==> src/rtl/video_timing_gen_pkg.sv <==
// Shared types, default raster constants and helpers for the video timing generator.
package video_timing_pkg;

    typedef struct packed {
        logic pal;
        logic scandouble;
    } mode_t;

    localparam int DEF_CE_DIV       = 8;
    localparam int DEF_H_ACTIVE     = 384;
    localparam int DEF_H_TOTAL      = 456;
    localparam int DEF_H_SYNC_START = 400;
    localparam int DEF_H_SYNC_LEN   = 32;
    localparam int DEF_V_ACTIVE     = 240;
    localparam int DEF_V_TOTAL_NTSC = 262;
    localparam int DEF_V_TOTAL_PAL  = 312;
    localparam int DEF_V_SYNC_START = 248;
    localparam int DEF_V_SYNC_LEN   = 3;

    function automatic int v_total(input logic pal, input int ntsc_lines, input int pal_lines);
        return pal ? pal_lines : ntsc_lines;
    endfunction

endpackage

==> src/rtl/video_timing_gen_ce_divider.sv <==
// Pixel clock-enable divider: one-cycle ce every CE_DIV clocks, or CE_DIV/2 when half is set.
module ce_divider #(
    parameter int CE_DIV = 8
) (
    input  logic clk,
    input  logic reset,
    input  logic half,
    output logic ce
);

    localparam int DW = (CE_DIV > 2) ? $clog2(CE_DIV) : 1;
    localparam logic [DW-1:0] LAST_FULL = DW'(CE_DIV - 1);
    localparam logic [DW-1:0] LAST_HALF = DW'(CE_DIV / 2 - 1);

    logic [DW-1:0] div_q, div_d;

    always_comb begin
        ce    = (div_q == (half ? LAST_HALF : LAST_FULL));
        div_d = ce ? '0 : div_q + DW'(1);
    end

    always_ff @(posedge clk) begin
        if (reset) div_q <= '0;
        else       div_q <= div_d;
    end

endmodule

==> src/rtl/video_timing_gen.sv <==
// Parametrised raster timing generator with frame-safe mode switching and scandoubling.
module video_timing_gen
    import video_timing_pkg::*;
#(
    parameter int CE_DIV       = DEF_CE_DIV,
    parameter int H_ACTIVE     = DEF_H_ACTIVE,
    parameter int H_TOTAL      = DEF_H_TOTAL,
    parameter int H_SYNC_START = DEF_H_SYNC_START,
    parameter int H_SYNC_LEN   = DEF_H_SYNC_LEN,
    parameter int V_ACTIVE     = DEF_V_ACTIVE,
    parameter int V_TOTAL_NTSC = DEF_V_TOTAL_NTSC,
    parameter int V_TOTAL_PAL  = DEF_V_TOTAL_PAL,
    parameter int V_SYNC_START = DEF_V_SYNC_START,
    parameter int V_SYNC_LEN   = DEF_V_SYNC_LEN,
    parameter int HW           = 9,
    parameter int VW           = 9
) (
    input  logic          clk,
    input  logic          reset,
    input  logic          pal,
    input  logic          scandouble,
    output logic          ce_pix,
    output logic [HW-1:0] hcount,
    output logic [VW-1:0] vcount,
    output logic          dbl_line,
    output logic          HBlank,
    output logic          VBlank,
    output logic          HSync,
    output logic          VSync,
    output logic          frame_start
);

    localparam logic [HW-1:0] H_LAST  = HW'(H_TOTAL - 1);
    localparam logic [VW-1:0] V_RESET = VW'(V_TOTAL_NTSC - 1);
    // Decode constants carry one spare bit so START+LEN never wraps.
    localparam logic [HW:0] H_ACT_X = (HW+1)'(H_ACTIVE);
    localparam logic [HW:0] HS_LO   = (HW+1)'(H_SYNC_START);
    localparam logic [HW:0] HS_HI   = (HW+1)'(H_SYNC_START + H_SYNC_LEN);
    localparam logic [VW:0] V_ACT_X = (VW+1)'(V_ACTIVE);
    localparam logic [VW:0] VS_LO   = (VW+1)'(V_SYNC_START);
    localparam logic [VW:0] VS_HI   = (VW+1)'(V_SYNC_START + V_SYNC_LEN);

    mode_t         mode_q;
    logic [HW-1:0] h_q, h_d;
    logic [VW-1:0] v_q, v_d, v_last;
    logic          dbl_q, dbl_d;
    logic          ce, entry;
    logic [HW:0]   h_x;
    logic [VW:0]   v_x;

    logic          ce_pix_q, dbl_line_q, hblank_q, vblank_q, hsync_q, vsync_q, frame_start_q;
    logic [HW-1:0] hcount_q;
    logic [VW-1:0] vcount_q;

    ce_divider #(.CE_DIV(CE_DIV)) u_div (
        .clk   (clk),
        .reset (reset),
        .half  (mode_q.scandouble),
        .ce    (ce)
    );

    // Next-state counters; only committed on a ce edge.
    always_comb begin
        h_d    = h_q;
        v_d    = v_q;
        dbl_d  = dbl_q;
        v_last = VW'(v_total(mode_q.pal, V_TOTAL_NTSC, V_TOTAL_PAL) - 1);
        if (h_q == H_LAST) begin
            h_d   = '0;
            dbl_d = mode_q.scandouble ? ~dbl_q : 1'b0;
            if (!mode_q.scandouble || dbl_q)
                v_d = (v_q == v_last) ? '0 : v_q + VW'(1);
        end else begin
            h_d = h_q + HW'(1);
        end
        entry = (h_d == '0) && (v_d == '0) && !dbl_d;
        h_x   = {1'b0, h_d};
        v_x   = {1'b0, v_d};
    end

    always_ff @(posedge clk) begin
        if (reset) begin
            h_q           <= H_LAST;
            v_q           <= V_RESET;
            dbl_q         <= 1'b1;
            mode_q        <= '0;
            ce_pix_q      <= 1'b0;
            frame_start_q <= 1'b0;
            hcount_q      <= '0;
            vcount_q      <= '0;
            dbl_line_q    <= 1'b0;
            hblank_q      <= 1'b0;
            vblank_q      <= 1'b0;
            hsync_q       <= 1'b0;
            vsync_q       <= 1'b0;
        end else begin
            ce_pix_q      <= ce;
            frame_start_q <= ce && entry;
            if (ce) begin
                h_q        <= h_d;
                v_q        <= v_d;
                dbl_q      <= dbl_d;
                hcount_q   <= h_d;
                vcount_q   <= v_d;
                dbl_line_q <= dbl_d;
                hblank_q   <= (h_x >= H_ACT_X);
                vblank_q   <= (v_x >= V_ACT_X);
                hsync_q    <= (h_x >= HS_LO) && (h_x < HS_HI);
                vsync_q    <= (v_x >= VS_LO) && (v_x < VS_HI);
                // Mode changes take effect only as the raster re-enters the origin.
                if (entry) mode_q <= {pal, scandouble};
            end
        end
    end

    assign ce_pix      = ce_pix_q;
    assign frame_start = frame_start_q;
    assign hcount      = hcount_q;
    assign vcount      = vcount_q;
    assign dbl_line    = dbl_line_q;
    assign HBlank      = hblank_q;
    assign VBlank      = vblank_q;
    assign HSync       = hsync_q;
    assign VSync       = vsync_q;

endmodule

==> config.mk <==
export PLATFORM = sky130hd
export DESIGN_NAME = video_timing_gen
export DESIGN_NICKNAME = d
export VERILOG_FILES = /design/src/rtl/video_timing_gen_pkg.sv /design/src/rtl/video_timing_gen_ce_divider.sv /design/src/rtl/video_timing_gen.sv
export SDC_FILE = /design/constraint.sdc
export NUM_CORES = 1
export LEC_CHECK = 0
export ABC_CLOCK_PERIOD_IN_PS = 3100
export BUFFER_PORTS_ARGS = -buffer_cell sky130_fd_sc_hd__buf_2
export CORE_MARGIN = 1
export CORE_UTILIZATION = 50
export DETAILED_ROUTE_END_ITERATION = 7
export PLACE_DENSITY = 0.7
export SLEW_MARGIN = 20
export SYNTH_ARGS = -nofsm -noshare
export SYNTH_HDL_FRONTEND = slang
export SYNTH_HIERARCHICAL = 1
export SYNTH_SLANG_ARGS = --single-unit
export TNS_END_PERCENT = 10
==> constraint.sdc <==
create_clock -name clk -period 3.1 [get_ports clk]
set_input_delay 0.62 -clock clk [delete_from_list [all_inputs] [get_ports clk]]
set_output_delay 0.62 -clock clk [all_outputs]
set_load 0.02 [all_outputs]
==> results_tabular.tex <==
\begin{tabular}{lr}
\hline
Metric & Value \\
\hline
\multicolumn{2}{l}{\textbf{Outcome}} \\
Run status & finished clean \\
\multicolumn{2}{l}{\textbf{Power}} \\
Peak supply drop & about 190 uV \\
Leakage power figure & 0.985 nW \\
Power per Cell Area & 384 nW/um\^{}2 \\
\multicolumn{2}{l}{\textbf{Synthesis}} \\
Netlist area before placement & 2280 um\^{}2 \\
Synthesized Nets & 292 \\
Post-Synthesis Mean Instance Area & 8.02 um\^{}2 \\
Flip-flop and latch count after synthesis & 40 \\
Commonest register cell after synthesis & sky130\_fd\_sc\_hd\_\_dfxtp\_1 \\
Ys async rst share & 0\% \\
Number of distinct library cells after synthesis & between 50 and 60 \\
Share of the yosys chip area belonging to registers & roughly a third \\
Count of flip-flops with a built-in enable after synthesis & 0 \\
Post-Syn Instances & about 290 \\
Yosys warnings & 6 \\
\multicolumn{2}{l}{\textbf{Placement}} \\
Detailed placer's ending HPWL & about 3.6 mm \\
Standard cell area after detailed placement & about 2300 um\^{}2 \\
Last weighted congestion value of the routability-driven placer & around 0.93 \\
Placed insts & approximately 340 \\
Count of input and output buffers & 28 \\
Pre-CTS setup slack & between 0.4 and 0.5 ns \\
\multicolumn{2}{l}{\textbf{Floorplan}} \\
Die area & 4840 um\^{}2 \\
Die width & between 60 and 70 um \\
Cell row count & 24 \\
Starting utilization of the core area & between 50 and 60\% \\
Die extent in y & around 70 um \\
Number of ports placed on the die boundary & 29 \\
Core region area & roughly 4400 um\^{}2 \\
\multicolumn{2}{l}{\textbf{Cells and area}} \\
Number of antenna cells inserted & 0 \\
Final core occ & 54.5\% \\
Non-Filler Cell Area, Final & $\sim$2400 um\^{}2 \\
Synthesis-to-finish area growth & 4.65\% \\
Total number of nets in the final design & 300 \\
Share of cells above drive strength 1 & 16.0\% \\
Fin cells & 346 \\
\multicolumn{2}{l}{\textbf{Worst setup path}} \\
Worst EP arrival & approximately 3 ns \\
Startpoint class of the critical path & flip-flop \\
Data required time at the worst endpoint & 3.33 ns \\
Worst R2R Start & v\_q[1]\$\_SDFFE\_PP0P\_ \\
Worst Setup SP & v\_q[1]\$\_SDFFE\_PP0P\_ \\
Critical-path maximum fanout & 10 \\
Slowest CP cell & sky130\_fd\_sc\_hd\_\_or4\_4 \\
Largest stage delay, worst path & roughly 0.56 ns \\
Critical Setup Path Class & reg2reg \\
Crit path cell chain & or4\_4 > a211oi\_4 > o21ai\_1 > a21oi\_1 > o21ai\_0 > nor4\_4 > mux2i\_1 \\
Element type at the critical path end & flip-flop \\
\multicolumn{2}{l}{\textbf{Global route}} \\
Via count of the first global-routing pass & about 1.9k \\
GRT Util Overall & between 20\% and 30\% \\
Total congestion overflow & 0 \\
Initial antenna violation count & 0 \\
Maximum number of pins on one net before global-route repair & 32 \\
First-pass GRT wire length & about 8.6 mm \\
\multicolumn{2}{l}{\textbf{Clock network}} \\
Later-pin clock latency in the skew report & roughly 0.30 ns \\
TritonCTS clock tree & built \\
Total setup buffers inserted after CTS & 0 \\
CTS HTree Levels & 2 \\
Number of buffers on the longest clock path & 2 \\
Clock slew seen by the registers of the worst setup and hold paths & approximately 0.09 ns \\
Clock root cell & sky130\_fd\_sc\_hd\_\_clkbuf\_8 \\
Total clock buffers created by CTS & 5 \\
Post-CTS Hold Fix Bufs & 0 \\
Count of clock tree sinks & 40 \\
\# resized after CTS & 0 \\
\multicolumn{2}{l}{\textbf{Timing}} \\
Final count of negative-setup-slack endpoints & 0 \\
Final critical-path share of the clock period & 87.4\% \\
Maximum clock frequency & $\sim$370 MHz \\
Clock Skew & 0.0117 ns \\
Max Transition Viols Final & 0 \\
Setup repair after global routing missed its margin & no \\
Slew at the pin with the worst max-slew slack & about 0.59 ns \\
Relative slew slack & between 60\% and 70\% \\
Min cycle time layout & around 2.7 ns \\
Hold Fails Final Rpt & 0 \\
Setup TNS after final layout & 0 ns \\
PnR worst setup slack & about 0.39 ns \\
\multicolumn{2}{l}{\textbf{Drt}} \\
Number of routed nets with antenna violations & 0 \\
Met3 Wirelength & around 200 um \\
Average via count per standard cell & 5.85 \\
Number of vias in the routed layout & between 2k and 2.5k \\
Routed length on met1 & 2.33 mm \\
Final routed wirelength across all metal layers & 5.08 mm \\
DRC & 0 \\
Per-cell routed wire length & about 15 um \\
First-pass iteration count of the detailed router & 4 \\
Iter 0 DRT Violations & about 250 \\
Top layer reached by signal wires & met4 \\
Routed wl met2 & 2.49 mm \\
\multicolumn{2}{l}{\textbf{Hold path}} \\
Worst Hold Launch & u\_div/div\_q[0]\$\_SDFF\_PP0\_ \\
Hold WC Path Type & reg2reg \\
\multicolumn{2}{l}{\textbf{Flow run}} \\
Count of maximum capacitance violations & 0 \\
\hline
\end{tabular}
-- per-layer routing --
layer / track usage, % / vias to the layer above
met1: 27.5 / 948
met2: 37.5 / 52
met5: 0 / -
li1: - / 1018
met3: 4.36 / 7
met4: 7.71 / 0
-- worst max-delay path: cells and delay by family (launching register included) --
family           cells  cell delay, ns
AO/OA/AOI/OAI        4            1.19
flip-flops           1            0.41
multiplexers         1            0.22
AND/OR/NAND/NOR      2            0.85
-- where the power goes --
part	switching, W	total (W)	internal, W
clock	0.000186	0.000343	0.000157
sequential	0.00000422	0.000523	0.000519
combinational	0.0000344	0.0000519	0.0000174
total	0.000225	0.000918	0.000693
-- synthesized netlist by cell type, drive strengths merged, types with 3 or more instances --
cell | instances | area share [%]
a211o | 3 | 1.2
a211oi | 6 | 2.5
a21oi | 26 | 5.9
a31oi | 3 | 0.82
and2 | 4 | 1.1
and3 | 6 | 1.7
buf | 14 | 4.5
clkbuf | 15 | 4.3
dfxtp | 40 | 35
ha | 3 | 1.6
inv | 4 | 0.66
nand2 | 31 | 5.1
nand2b | 3 | 0.82
nand3 | 11 | 2.4
nand4 | 5 | 1.4
nor2 | 32 | 5.3
nor3 | 11 | 2.4
o21ai | 15 | 3.3
or3 | 4 | 1.2
xnor2 | 5 | 1.9
xor2 | 8 | 3.1
-- kinds of logic after synthesis --
logic type	count (synthesis)	share of synthesized area, %
flops	40	35.0
buf+inv	35	9.80
simple gates	125	29.1
xor+xnor	13	4.98
mux	2	0.876
compound gates	67	18.6
fa+ha+maj	3	1.64
-- path summary, 6_finish.rpt --
kind	cells after the start	endpoint	slack, ns
max	7	mode_q[1]$_SDFFE_PP0P_	0.39
min	1	u_div/div_q[0]$_SDFF_PP0_	0.43
max reg2reg	7	mode_q[1]$_SDFFE_PP0P_	0.39
min reg2reg	1	u_div/div_q[0]$_SDFF_PP0_	0.43
-- per-stage QoR --
step	power, W	hold WS (ns)
finish	0.000918	0.427
global route	0.000951	0.445
CTS	0.000932	0.431
detailed placement	0.000587	0.419
global placement	0.000586	0.414
floorplan	0.000576	0.399
-- layout by cell type, fill, tap and decap left out, types with 8 or more instances in the layout --
master,instances
sky130_fd_sc_hd__dfxtp_1,40
sky130_fd_sc_hd__nor2_1,32
sky130_fd_sc_hd__nand2_1,31
sky130_fd_sc_hd__buf_2,28
sky130_fd_sc_hd__a21oi_1,25
sky130_fd_sc_hd__o21ai_0,13
sky130_fd_sc_hd__nor3_1,11
sky130_fd_sc_hd__nand3_1,11
sky130_fd_sc_hd__xor2_1,8
-- layout make-up --
cell class	instances	area [um^2]
flip-flops and latches	40	801
fillers	435	1990
clock inverters	3	18.8
well taps	52	65.1
clock buffers	5	68.8
multi-input cells	210	1260
repair buffers	30	155
inverters	6	22.5
-- registers in the layout (all words and copies together), names as in the netlist --
name and cells:
h_q 9, v_q 9, hcount 6, u_div/div_q 3
vcount 3, mode_q 2, HBlank 1, HSync 1
VBlank 1, VSync 1, ce_pix 1, dbl_line 1
dbl_q 1, frame_start 1
No activity file was read; power rests on OpenSTA's default activity.
